<file path="config.mk">
export PLATFORM = sky130hd
export DESIGN_NAME = uart_receive_flat
export DESIGN_NICKNAME = d
export VERILOG_FILES = /design/src/rtl/uart_pkg.sv /design/src/rtl/uart_receive_if.sv /design/src/rtl/sync_2ff.sv /design/src/rtl/uart_receive.sv /design/src/flat_wrapper.sv
export SDC_FILE = /design/constraint.sdc
export NUM_CORES = 1
export LEC_CHECK = 0
export CAP_MARGIN = 20
export CORE_MARGIN = 1
export CORE_UTILIZATION = 59
export CTS_CLUSTER_SIZE = 30
export DETAILED_ROUTE_END_ITERATION = 16
export PLACE_DENSITY = 0.79
export SYNTH_ARGS = -nofsm -noshare
export SYNTH_HDL_FRONTEND = slang
export SYNTH_SLANG_ARGS = --single-unit
</file>
<file path="constraint.sdc">
create_clock -name CLK -period 2.5 [get_ports CLK]
set_clock_uncertainty 0.15 [all_clocks]
set_input_delay 0.5 -clock CLK [delete_from_list [all_inputs] [get_ports CLK]]
set_output_delay 0.5 -clock CLK [all_outputs]
set_load 0.02 [all_outputs]
</file>
<file path="src/rtl/uart_pkg.sv">
// Shared UART types and constants used by the receive and transmit paths.
package uart_pkg;

  typedef enum logic [2:0] {IDLE, START, DATA, STOP, WAIT_HIGH} uart_rx_state_t;

  localparam logic [31:0] UART_CLKS_PER_BIT_9600 = 32'h28B0;
  localparam int          UART_DATA_BITS         = 8;

endpackage

</file>
<file path="src/rtl/uart_receive_if.sv">
// Received-byte output bundle: byte, strobes and busy flag.
interface uart_receive_if;
  import uart_pkg::*;

  logic [UART_DATA_BITS-1:0] data;
  logic                      valid;
  logic                      frame_error;
  logic                      busy;

  modport master (output data, output valid, output frame_error, output busy);
  modport slave  (input  data, input  valid, input  frame_error, input  busy);

endinterface

</file>
<file path="src/rtl/sync_2ff.sv">
// Two-flop synchronizer for an asynchronous single-bit input.
// Latency: 2 cycles.
// Backpressure: none, free-running.
module sync_2ff #(
  parameter logic RESET_VALUE = 1'b1
) (
  input  logic CLK,
  input  logic RESET,
  input  logic din,
  output logic dout
);

  logic meta;

  always_ff @(posedge CLK) begin
    if (RESET) begin
      meta <= RESET_VALUE;
      dout <= RESET_VALUE;
    end else begin
      meta <= din;
      dout <= meta;
    end
  end

endmodule

</file>
<file path="src/rtl/uart_receive.sv">
// 8N1 UART receiver, LSB first, centre-of-bit sampling.
// Latency: valid ~2 + CLKS_PER_BIT/2 + 9*CLKS_PER_BIT + 1 cycles after start edge.
// Backpressure: none; valid/frame_error are single-cycle strobes, consumer must keep up.
module uart_receive
  import uart_pkg::*;
#(
  parameter logic [31:0] CLKS_PER_BIT = UART_CLKS_PER_BIT_9600,
  parameter int          DATA_BITS    = UART_DATA_BITS
) (
  input  logic           CLK,
  input  logic           RESET,
  input  logic           UART_RX,
  uart_receive_if.master rx_out
);

  localparam logic [31:0] HALF_BIT = (CLKS_PER_BIT >> 1) - 32'd1;
  localparam logic [31:0] FULL_BIT = CLKS_PER_BIT - 32'd1;
  localparam logic [2:0]  LAST_IDX = 3'(DATA_BITS - 1);

  logic rx_s;

  uart_rx_state_t           state, state_next;
  logic [31:0]              bit_cnt, bit_cnt_next;
  logic [2:0]               bit_idx, bit_idx_next;
  logic [DATA_BITS-1:0]     shift_reg, shift_next;
  logic [DATA_BITS-1:0]     data_q, data_next;
  logic                     valid_q, valid_next;
  logic                     ferr_q, ferr_next;

  sync_2ff #(.RESET_VALUE(1'b1)) u_sync (
    .CLK   (CLK),
    .RESET (RESET),
    .din   (UART_RX),
    .dout  (rx_s)
  );

  always_ff @(posedge CLK) begin
    if (RESET) begin
      state     <= IDLE;
      bit_cnt   <= '0;
      bit_idx   <= '0;
      shift_reg <= '0;
      data_q    <= '0;
      valid_q   <= 1'b0;
      ferr_q    <= 1'b0;
    end else begin
      state     <= state_next;
      bit_cnt   <= bit_cnt_next;
      bit_idx   <= bit_idx_next;
      shift_reg <= shift_next;
      data_q    <= data_next;
      valid_q   <= valid_next;
      ferr_q    <= ferr_next;
    end
  end

  always_comb begin
    state_next   = state;
    bit_cnt_next = bit_cnt + 32'd1;
    bit_idx_next = bit_idx;
    shift_next   = shift_reg;
    data_next    = data_q;
    valid_next   = 1'b0;
    ferr_next    = 1'b0;

    case (state)
      IDLE: begin
        bit_cnt_next = '0;
        if (!rx_s) state_next = START;
      end

      // A start bit that is high again at its centre was only a glitch.
      START: begin
        if (bit_cnt == HALF_BIT) begin
          bit_cnt_next = '0;
          bit_idx_next = '0;
          state_next   = rx_s ? IDLE : DATA;
        end
      end

      DATA: begin
        if (bit_cnt == FULL_BIT) begin
          bit_cnt_next = '0;
          shift_next   = {rx_s, shift_reg[DATA_BITS-1:1]};
          if (bit_idx == LAST_IDX) state_next   = STOP;
          else                     bit_idx_next = bit_idx + 3'd1;
        end
      end

      STOP: begin
        if (bit_cnt == FULL_BIT) begin
          bit_cnt_next = '0;
          if (rx_s) begin
            data_next  = shift_reg;
            valid_next = 1'b1;
            state_next = IDLE;
          end else begin
            ferr_next  = 1'b1;
            state_next = WAIT_HIGH;
          end
        end
      end

      // Hold off until the line recovers so a break cannot spawn frames.
      WAIT_HIGH: begin
        bit_cnt_next = '0;
        if (rx_s) state_next = IDLE;
      end

      default: begin
        bit_cnt_next = '0;
        state_next   = IDLE;
      end
    endcase
  end

  assign rx_out.data        = data_q;
  assign rx_out.valid       = valid_q;
  assign rx_out.frame_error = ferr_q;
  assign rx_out.busy        = (state != IDLE);

endmodule
</file>
<file path="src/flat_wrapper.sv">
// flat-port wrapper written by rule: the top's interface ports become plain ports
module uart_receive_flat import uart_pkg::*;
#(
  parameter logic [31:0] CLKS_PER_BIT = UART_CLKS_PER_BIT_9600,
  parameter int          DATA_BITS    = UART_DATA_BITS
)
  (CLK, RESET, UART_RX, rx_out_data, rx_out_valid, rx_out_frame_error, rx_out_busy);
  uart_receive_if rx_out_i ();
  input  logic CLK;
  input  logic RESET;
  input  logic UART_RX;
  output wire logic [$bits(rx_out_i.data)-1:0] rx_out_data;
  output wire logic [$bits(rx_out_i.valid)-1:0] rx_out_valid;
  output wire logic [$bits(rx_out_i.frame_error)-1:0] rx_out_frame_error;
  output wire logic [$bits(rx_out_i.busy)-1:0] rx_out_busy;
  assign rx_out_data = rx_out_i.data;
  assign rx_out_valid = rx_out_i.valid;
  assign rx_out_frame_error = rx_out_i.frame_error;
  assign rx_out_busy = rx_out_i.busy;
  uart_receive #(.CLKS_PER_BIT(CLKS_PER_BIT), .DATA_BITS(DATA_BITS)) u_core (.CLK(CLK), .RESET(RESET), .UART_RX(UART_RX), .rx_out(rx_out_i));
endmodule
</file>
==> results.cfg <==
[timing]
drv_slew = 0
finalHoldViolations = 0
setup_viol = 0
max_freq_mhz = 425
timing.final.crit_share_pct = 94.0
fin_tns_setup_ns = 0
worst_slack_ns = 0.149
worst_pin_slew_ns = 0.541
rsz0062_at_grt = false
period_needed_ns = 2.35
max_slew_margin_pct = 63.9

[logic_synthesis]
ys.flop_type = dfxtp_1
ys_types = 40
synth_top_family_by_area = simple AND/OR/NAND/NOR gates
avgSynthCellArea_um2 = 9.21
syn-num-nets = 302
synth_xor_area_share_pct = 9.64
async_flop_share_pct = 0
synthAdderAreaFrac_pct = 1.38
synth-compound-area-share_pct = 4.64
synth_area_um2 = 2730
yosysWarnings = 0
synthMuxAreaShare_pct = 6.24
synth_simple_gate_area_share_pct = 32.2
netlist_instances = 296
ys_ff_latch = 58
seq_area_frac_synth_pct = 42.6
synth_edf_count = 0

[cells_and_area]
final_common_cell = dfxtp_1
antenna_cells = 0
drive_above_1_share_pct = 11.7
fillers = 342
largest_reg_flops = 32
synthToLayoutAreaGrowth_pct = 14.5
layout_common_cells = 58 x dfxtp_1, 57 x nor2_1, 20 x xnor2_1
fin_nets = 316

[setup_path]
path_class = reg2out
startpoint_type = flip-flop
worst_ep_arrival_time_ns = 1.70
path_cells = or3_1, clkdlybuf4s50_1
cp_top_family = buffers and inverters
cp_num_buf_inv = 1
worst_path_max_delay_cell = clkdlybuf4s50_1
slowest_delay_ns = 0.54
endpoint_kind = primary output
crit_fanout = 12
critPathRequiredTime_ns = 1.85

[die]
fp.dieW_um = 70.0
fp.dieH_um = 70.0
coreArea_um2 = 4380
row_count = 24
dieArea_um2 = 4890
start_util_pct = 62.2
ios = 14

[global_route]
grt_max_degree = 33
antenna_found_initial = 0
grt_pass1_wl_um = 9370
grt.total_usage_pct = 24.1
grt_remaining_overflow = 0
grt_pass1_vias = 2034

[placement]
io_buffers = 13
gp_congestion = 0.842
dp_hpwl_um = 3590
place_ws_ns = 0.213

[clock_tree]
cts_buffers = 9
hold_buffers = 0
post-cts-setup-buffers = 0
h-tree-depth = 3
cts.sinks = 58
cts-root-buf = clkbuf_8
clock_latency_ns = 0.34
cts.path.max_buffers = 2
clkTransAtPathRegs_ns = 0.07
cts_tree = yes
cts-resized-gates = 0

[routing]
viasPerCell = 5.78
first_iter_violations = 133
routed_wirelength_um = 5340
ant_nets = 0
vias = 2121
dr.pass1.iters = 4
avgRoutedWirePerCell_um = 14.5
drcViolationCount = 0

[min_path]
hp-class = reg2reg

[power_and_ir_drop]
ir_worst_vdd_uv = 571
p_leak_nw = 1.01
power_density_nw_per_um2 = 631

[outcome]
status = finished clean

[run]
drv_cap = 0
## layout make-up
type	count	area, µm²	area share, %
Clock inverter	7	93.8	3.01
Tap cell	52	65.1	2.09
Multi-Input combinational cell	218	1470	47.2
Sequential cell	58	1160	37.2
Clock buffer	9	124	3.97
Timing Repair Buffer	19	188	6.01
Inverter	4	15.0	0.481
## kinds of logic after synthesis
logic type               after synthesis
XOR/XNOR                              30
buffers and inverters                 20
multiplexers                          17
AO/OA/AOI/OAI                         18
adder cells (fa/ha/maj)                3
flip-flops                            58
AND/OR/NAND/NOR                      150
## cell usage after synthesis, types with 2 or more instances
cell / number / share of area, %
dfxtp_1: 58 / 43
nor2_1: 57 / 7.9
xnor2_1: 20 / 6.4
mux2i_1: 17 / 6.2
nand3_1: 15 / 2.8
nand4_1: 14 / 3.2
nand2_1: 11 / 1.5
xor2_1: 10 / 3.2
clkbuf_1: 9 / 1.2
a21oi_1: 7 / 1.3
and4_1: 6 / 1.9
buf_2: 6 / 1.1
nor3_1: 6 / 1.1
nor2b_1: 5 / 1.1
nor4_1: 5 / 1.1
and3_1: 4 / 0.92
inv_1: 4 / 0.55
nand2b_1: 4 / 0.92
nor4_4: 4 / 3.1
and2_1: 3 / 0.69
ha_1: 3 / 1.4
a211oi_1: 2 / 0.55
and4bb_2: 2 / 0.92
nor3b_1: 2 / 0.55
nor4_2: 2 / 0.92
nor4b_1: 2 / 0.64
o21ai_0: 2 / 0.37
o31a_2: 2 / 0.73
o31ai_1: 2 / 0.55
or2_2: 2 / 0.46
## path summary, 6_finish.rpt
kind,startpoint,endpoint,slack [ns],cells past startpoint
worst max-delay path,u_core.state[0],rx_out_busy,0.15,2
worst min-delay path,u_core.u_sync.meta,u_core.u_sync.dout,0.26,1
worst max register to register,u_core.bit_cnt[20],u_core.bit_cnt[17],0.20,6
worst min register to register,u_core.u_sync.meta,u_core.u_sync.dout,0.26,1
## power by group
part	switching, W	internal (W)
Sequential	0.0000116	0.000930
Clock	0.000387	0.000558
Combinational	0.0000470	0.0000342
## per-stage QoR
stage | hold slack [ns] | total power (W) | std cells | util, % | cell area (µm²)
after global routing | 0.294 | 0.00204 | 367 | 71.2 | 3120
final | 0.263 | 0.00197 | 367 | 71.2 | 3120
after CTS | 0.261 | 0.00198 | 367 | 71.2 | 3120
after floorplan | 0.239 | 0.00102 | 296 | - | 2730
after detailed placement | 0.244 | 0.00104 | 351 | 66.2 | 2900
after global placement | 0.248 | 0.00104 | 351 | 66.2 | 2900
## routing by layer
layer | track usage [%] | vias to the layer above | part of all wire (%)
met1 | 32.3 | 996 | 48
met4 | 9.78 | 0 | 0.99
met5 | 0 | - | 0
li1 | - | 1069 | -
met2 | 36.9 | 50 | 46
met3 | 6.64 | 6 | 5.1
Power figures use the tool's default switching activity.
==> RTL edit 1, RTL diff (config.mk and constraints unchanged) <==
The package constant `UART_DATA_BITS` goes from 8 to 6.
--- a/src/rtl/uart_pkg.sv
+++ b/src/rtl/uart_pkg.sv
@@ -6,3 +6,3 @@
   localparam logic [31:0] UART_CLKS_PER_BIT_9600 = 32'h28B0;
-  localparam int          UART_DATA_BITS         = 8;
+  localparam int          UART_DATA_BITS         = 6;
 
Interface: changed (resized rx_out_data); port bits go from 14 to 12. No check against the original RTL was run, so the function may have changed too.
==> RTL edit 1 against the original RTL <==
  * Setup slack better by 50 ps
  * Sequential cell count down 4
  * Wire length is 9.7% lower
  * Die area down 6.5%
  * Non-clock buffer count increased by 2
  * Maximum frequency rose by 2.2%
  * Synthesized cell count decreased by 3.7%
  * Final area shrank 8.3%
  * Core utilization is 0.69 points lower
  * Area after synthesis shrank 6.7%
  * Global-route usage barely moved
  * Critical path depth is the same
  * Critical path type unchanged
  * Critical endpoint unchanged
  * Largest cell class unchanged
Power is not compared: it rests on default switching activity, and its combinational part moved more than twofold at a synthesized area within 25%.
==> RTL edit 1: results (changes against the original RTL) <==
Async set or reset register ratio after synthesis = 0% (unchanged)
P_sw = 0.312 mW
Internal power = 1.10 mW
Final hold slack = 273 ps (was 263 ps)
Nets = 308 (was 316)
First-pass GRT wire length = 8370 um (was 9370 um)
Postcts setup bufs = 0 (unchanged)
VDD IR-drop max = 532 uV
Final WL = 4820 um (was 5340 um)
Latest clock arrival within the worst-skew pair = 310 ps (was 340 ps)
Reg2Reg Depth = 7 (was 6)
Reg clk slew, reported paths = 100 ps (was 70 ps)
CP max FO = 11 (was 12)
Crit path DAT = 1650 ps (was 1700 ps)
Post-synth top cells = nor2_1 (56), dfxtp_1 (54), xnor2_1 (18), mux2i_1 (14) (was dfxtp_1 (58), nor2_1 (57), xnor2_1 (20), mux2i_1 (17), nand3_1 (15))
IO Port Bufs = 11 (was 13)
GPL Wtd Cong = 0.856 (was 0.842)
Post-synth net total = 291 (was 302)
Flop-to-flop setup slack = 200 ps
Pin count of the biggest net entering global routing = 33 (unchanged)
Largest register FFs = 32 (unchanged)
Diodes inserted = 0 (unchanged)
DP Wirelength = 3340 um (was 3590 um)
DR pass1 iterations = 4 (unchanged)
Starting DRC count in detailed routing = 103 (was 133)
CTS buffer count = 5 (was 9)
Final Hold Fails = 0 (unchanged)
Synth cell types = 44 (was 40)
Initial antenna violation count = 0 (unchanged)
Outcome = completed (unchanged)
H-tree levels = 2 (was 3)
Pleak = 0.932 nW
Worst hold path class = flop to flop (unchanged)
Vias in the first global route = 1870 (was 2034)
Layout cells sized above 1 = 10.6% (was 11.7%)
WHS Path Cells = 1 (unchanged)
Root buf cell = clkbuf_8 (unchanged)
Top post-synthesis cells by area = dfxtp_1 (43%), nor2_1 (8.3%), xnor2_1 (6.2%) (was dfxtp_1 (43%), nor2_1 (7.9%), xnor2_1 (6.4%))
Crit path from = u_core.state[2]$_SDFFE_PP0P_ (was u_core.state[0]$_SDFFE_PP0P_)
Normalized max-slew margin = 72.6% (was 63.9%)
Hold_sp = u_core.u_sync.meta$_SDFF_PP1_ (unchanged)
Warnings from Yosys = 0 (unchanged)
Reg2reg start = u_core.bit_cnt[0]$_SDFF_PP0_ (was u_core.bit_cnt[20]$_SDFF_PP0_)
Register area share after synthesis = 42.5% (was 42.6%)
Fill cells = 312 (was 342)
Max Buffers Root-to-Sink = 2 (unchanged)
Tot GR Track Use = 24.1% (about the same)
Routed vias/inst = 5.67 (was 5.78)
RTL edit 1: cell count changes after synthesis, sizes merged, moves of 3 or more:
cell    delta
clkbuf     -4
nor3       +3
dfxtp      -4
nor2b      -3
a21oi      -3
or4        +3
nand4      -3
nand3      -3
inv        +5
o21ai      +3
mux2i      -3
RTL edit 1: layout make-up:
type / instances / share of cell area (%)
flip-flops and latches: 54 / 37.8
clock inverters: 2 / 0.569
multi-input cells: 211 / 48.5
inverters: 9 / 1.18
well taps: 50 / 2.19
clock buffers: 6 / 2.89
repair buffers: 21 / 6.91
RTL edit 1: repair_timing:
action                                  CTS  global route
endpoints found under the hold margin     0             0
gates resized for setup                   0             2
endpoints found under the setup margin    0             6
RTL edit 1: logic make-up (layout without fill, tap and decap cells):
group                      after synthesis  count (layout)  share of synthesized area (%)
buffers and inverters                   20              38                           3.25
muxes                                   15              15                           5.95
xor gates and xnor gates                29              29                           9.99
adders and majority gates                3               3                           1.48
AOI/OAI and AO/OA                       17              17                           4.48
and+or+nand+nor                        147             147                           32.3
DFF                                     54              54                           42.5
RTL edit 1: stage by stage:
step | total power, mW | setup slack (ps) | instances | util (%) | instance area, sq um
finish | 1.42 | 199 | 353 | 70.5 | 2860
global route | 1.47 | 43.9 | 353 | 70.5 | 2860
CTS | 1.43 | 66.9 | 353 | 70.4 | 2860
detailed placement | 0.913 | 104 | 345 | 68.0 | 2760
global placement | 0.913 | 181 | 345 | 68.0 | 2760
floorplan | 0.902 | 272 | 285 | - | 2540
RTL edit 1: worst paths after layout:
kind | end
max | rx_out_busy
min | u_core.u_sync.dout$_SDFF_PP1_
max reg2reg | u_core.state[2]$_SDFFE_PP0P_
min reg2reg | u_core.u_sync.dout$_SDFF_PP1_
RTL edit 1: worst max-delay path: stages, from the launching register on:
cell	delay, ps
dfxtp_1	420
or3_1	390
clkdlybuf4s50_1	540
RTL edit 1: per-layer routing:
metal	global-route usage (%)	part of all wire [%]	vias up
li1	-	-	1026
met1	32.5	47	909
met2	36.4	45	54
met3	5.57	5.0	12
met4	10.4	2.3	0
met5	0	0	-
RTL edit 1: power by group through the flow:
stage / registers (mW) / clock network [mW] / logic [mW]
finish: 0.864 / 0.523 / 0.0289
global route: 0.865 / 0.572 / 0.0321
CTS: 0.864 / 0.534 / 0.0290
detailed placement: 0.884 / 0 / 0.0288
global placement: 0.884 / 0 / 0.0287
floorplan: 0.883 / 0 / 0.0195
==> RTL edit 2, RTL diff (config.mk and constraints unchanged) <==
Made on the original files. Encoding of `uart_rx_state_t`: now one-hot (5 bits for 5 states).
--- a/src/rtl/uart_pkg.sv
+++ b/src/rtl/uart_pkg.sv
@@ -3,3 +3,3 @@
 
-  typedef enum logic [2:0] {IDLE, START, DATA, STOP, WAIT_HIGH} uart_rx_state_t;
+  typedef enum logic [4:0] {IDLE = 5'b00001, START = 5'b00010, DATA = 5'b00100, STOP = 5'b01000, WAIT_HIGH = 5'b10000} uart_rx_state_t;
 
Formal check against the unedited RTL: same outputs for any inputs over 10 cycles, from zero or initial values and one cycle with RESET high; not proved beyond that.
==> RTL edit 2 against the original RTL <==
  * The run now ends with DRC, setup timing left
  * Final area increased by 21%
  * Area after synthesis grew 3.4%
  * Largest cell class unchanged
  * First-iteration DRC count up 6.8%
  * Sequential cell count up 2
  * Via count increased by 17%
  * Synthesized cell count rose by 6.4%
  * Wire length grew 36%
  * Setup slack got worse by 220 ps
  * Register-to-register slack worse by 280 ps
Power is not compared: it rests on default switching activity, and its combinational part moved more than twofold at a synthesized area within 25%.
==> RTL edit 2: results (changes against the original RTL) <==
Pin count of the biggest net entering global routing = 38 (was 33)
CP max stage delay = 620 ps (was 540 ps)
Normalized max-slew margin = 56.9% (was 63.9%)
Starting DRC count in detailed routing = 142 (was 133)
# setup viols final = 38 (was 0)
First-pass GRT wire length = 10800 um (was 9370 um)
Synth cell types = 39 (was 40)
Synth Area in Compound Gates = 4.66% (was 4.64%)
Inst Count DP = 391 (was 351)
Setup TNS = -1210 ps (was 0 ps)
Post-synthesis mux area share = 7.11% (was 6.24%)
Top post-synthesis cells by area = dfxtp_1 (43%), nor3_1 (7.6%), mux2i_1 (7.1%) (was dfxtp_1 (43%), nor2_1 (7.9%), xnor2_1 (6.4%))
Failing checks = DRC, setup timing
XOR/XNOR share of the synthesized area = 9.64% (about the same)
GR Layer Usage met2 = 45.7% (was 36.9%)
# DRC = 1 (was 0)
Crit path DAT = 2630 ps (was 1700 ps)
Met3 Usage GRT = 6.27% (was 6.64%)
Register area share after synthesis = 42.6% (about the same)
Vias in the first global route = 2324 (was 2034)
Post-synth top cells = dfxtp_1 (60), nor3_1 (43), nor2_1 (33), xnor2_1 (22), mux2i_1 (20) (was dfxtp_1 (58), nor2_1 (57), xnor2_1 (20), mux2i_1 (17), nand3_1 (15))
Post-synthesis area per instance = 8.94 sq um (was 9.21 sq um)
Outcome = finished, violations left (was completed)
GPL Wtd Cong = 0.838 (was 0.842)
Nets = 360 (was 316)
Post-synth net total = 321 (was 302)
Area after DPL = 3200 sq um (was 2900 sq um)
Worst Slack Setup Final = -76.0 ps (was 149 ps)
-- RTL edit 2: changes by cell type in the layout (fill, tap and decap cells not counted), moves of 4 or more --
cell,delta
nor3_4,+19
nor2_1,-25
nand2b_1,-4
nor3_1,+16
buf_4,+23
or4_1,+4
or3_1,+4
nand3_1,-4
-- RTL edit 2: worst paths after layout --
kind,start,to,cells after the start
worst min register to register,u_core.u_sync.meta$_SDFF_PP1_,u_core.u_sync.dout$_SDFF_PP1_,1
worst max register to register,u_core.bit_cnt[24]$_SDFF_PP0_,u_core.bit_cnt[7]$_SDFF_PP0_,6
worst max-delay path,u_core.bit_cnt[24]$_SDFF_PP0_,u_core.bit_cnt[7]$_SDFF_PP0_,6
worst min-delay path,u_core.u_sync.meta$_SDFF_PP1_,u_core.u_sync.dout$_SDFF_PP1_,1
-- RTL edit 2: kinds of logic after synthesis --
logic type / count (synthesis)
and+or+nand+nor: 156
DFF: 60
xor gates and xnor gates: 31
buffers and inverters: 28
muxes: 20
AOI/OAI and AO/OA: 17
adders and majority gates: 3
-- RTL edit 2: area by class of cell --
class	instances	area (sq um)
clock inverters	7	101
well taps	52	65.1
multi-input cells	227	1770
flip-flops and latches	60	1200
clock buffers	9	124
repair buffers	49	495
inverters	7	26.3
fillers	248	691
-- RTL edit 2: worst max-delay path: cells and delay by family, from the launching register on --
family	cells	cell delay (ps)
simple gates	3	1230
compound gates	2	520
flops	1	330
buf+inv	1	210
-- RTL edit 2: what timing repair did --
action,4_1_cts,5_1_grt
setup buffers,1,0
endpoints found under the setup margin,50,53
gates cloned,1,2
gates resized for setup,9,44
pin swaps,2,23
-- RTL edit 2: per-layer routing --
layer / part of all wire, % / wire, um
met1: 42 / 3040
met2: 52 / 3770
met3: 4.6 / 332
met4: 1.7 / 125
met5: 0 / 0
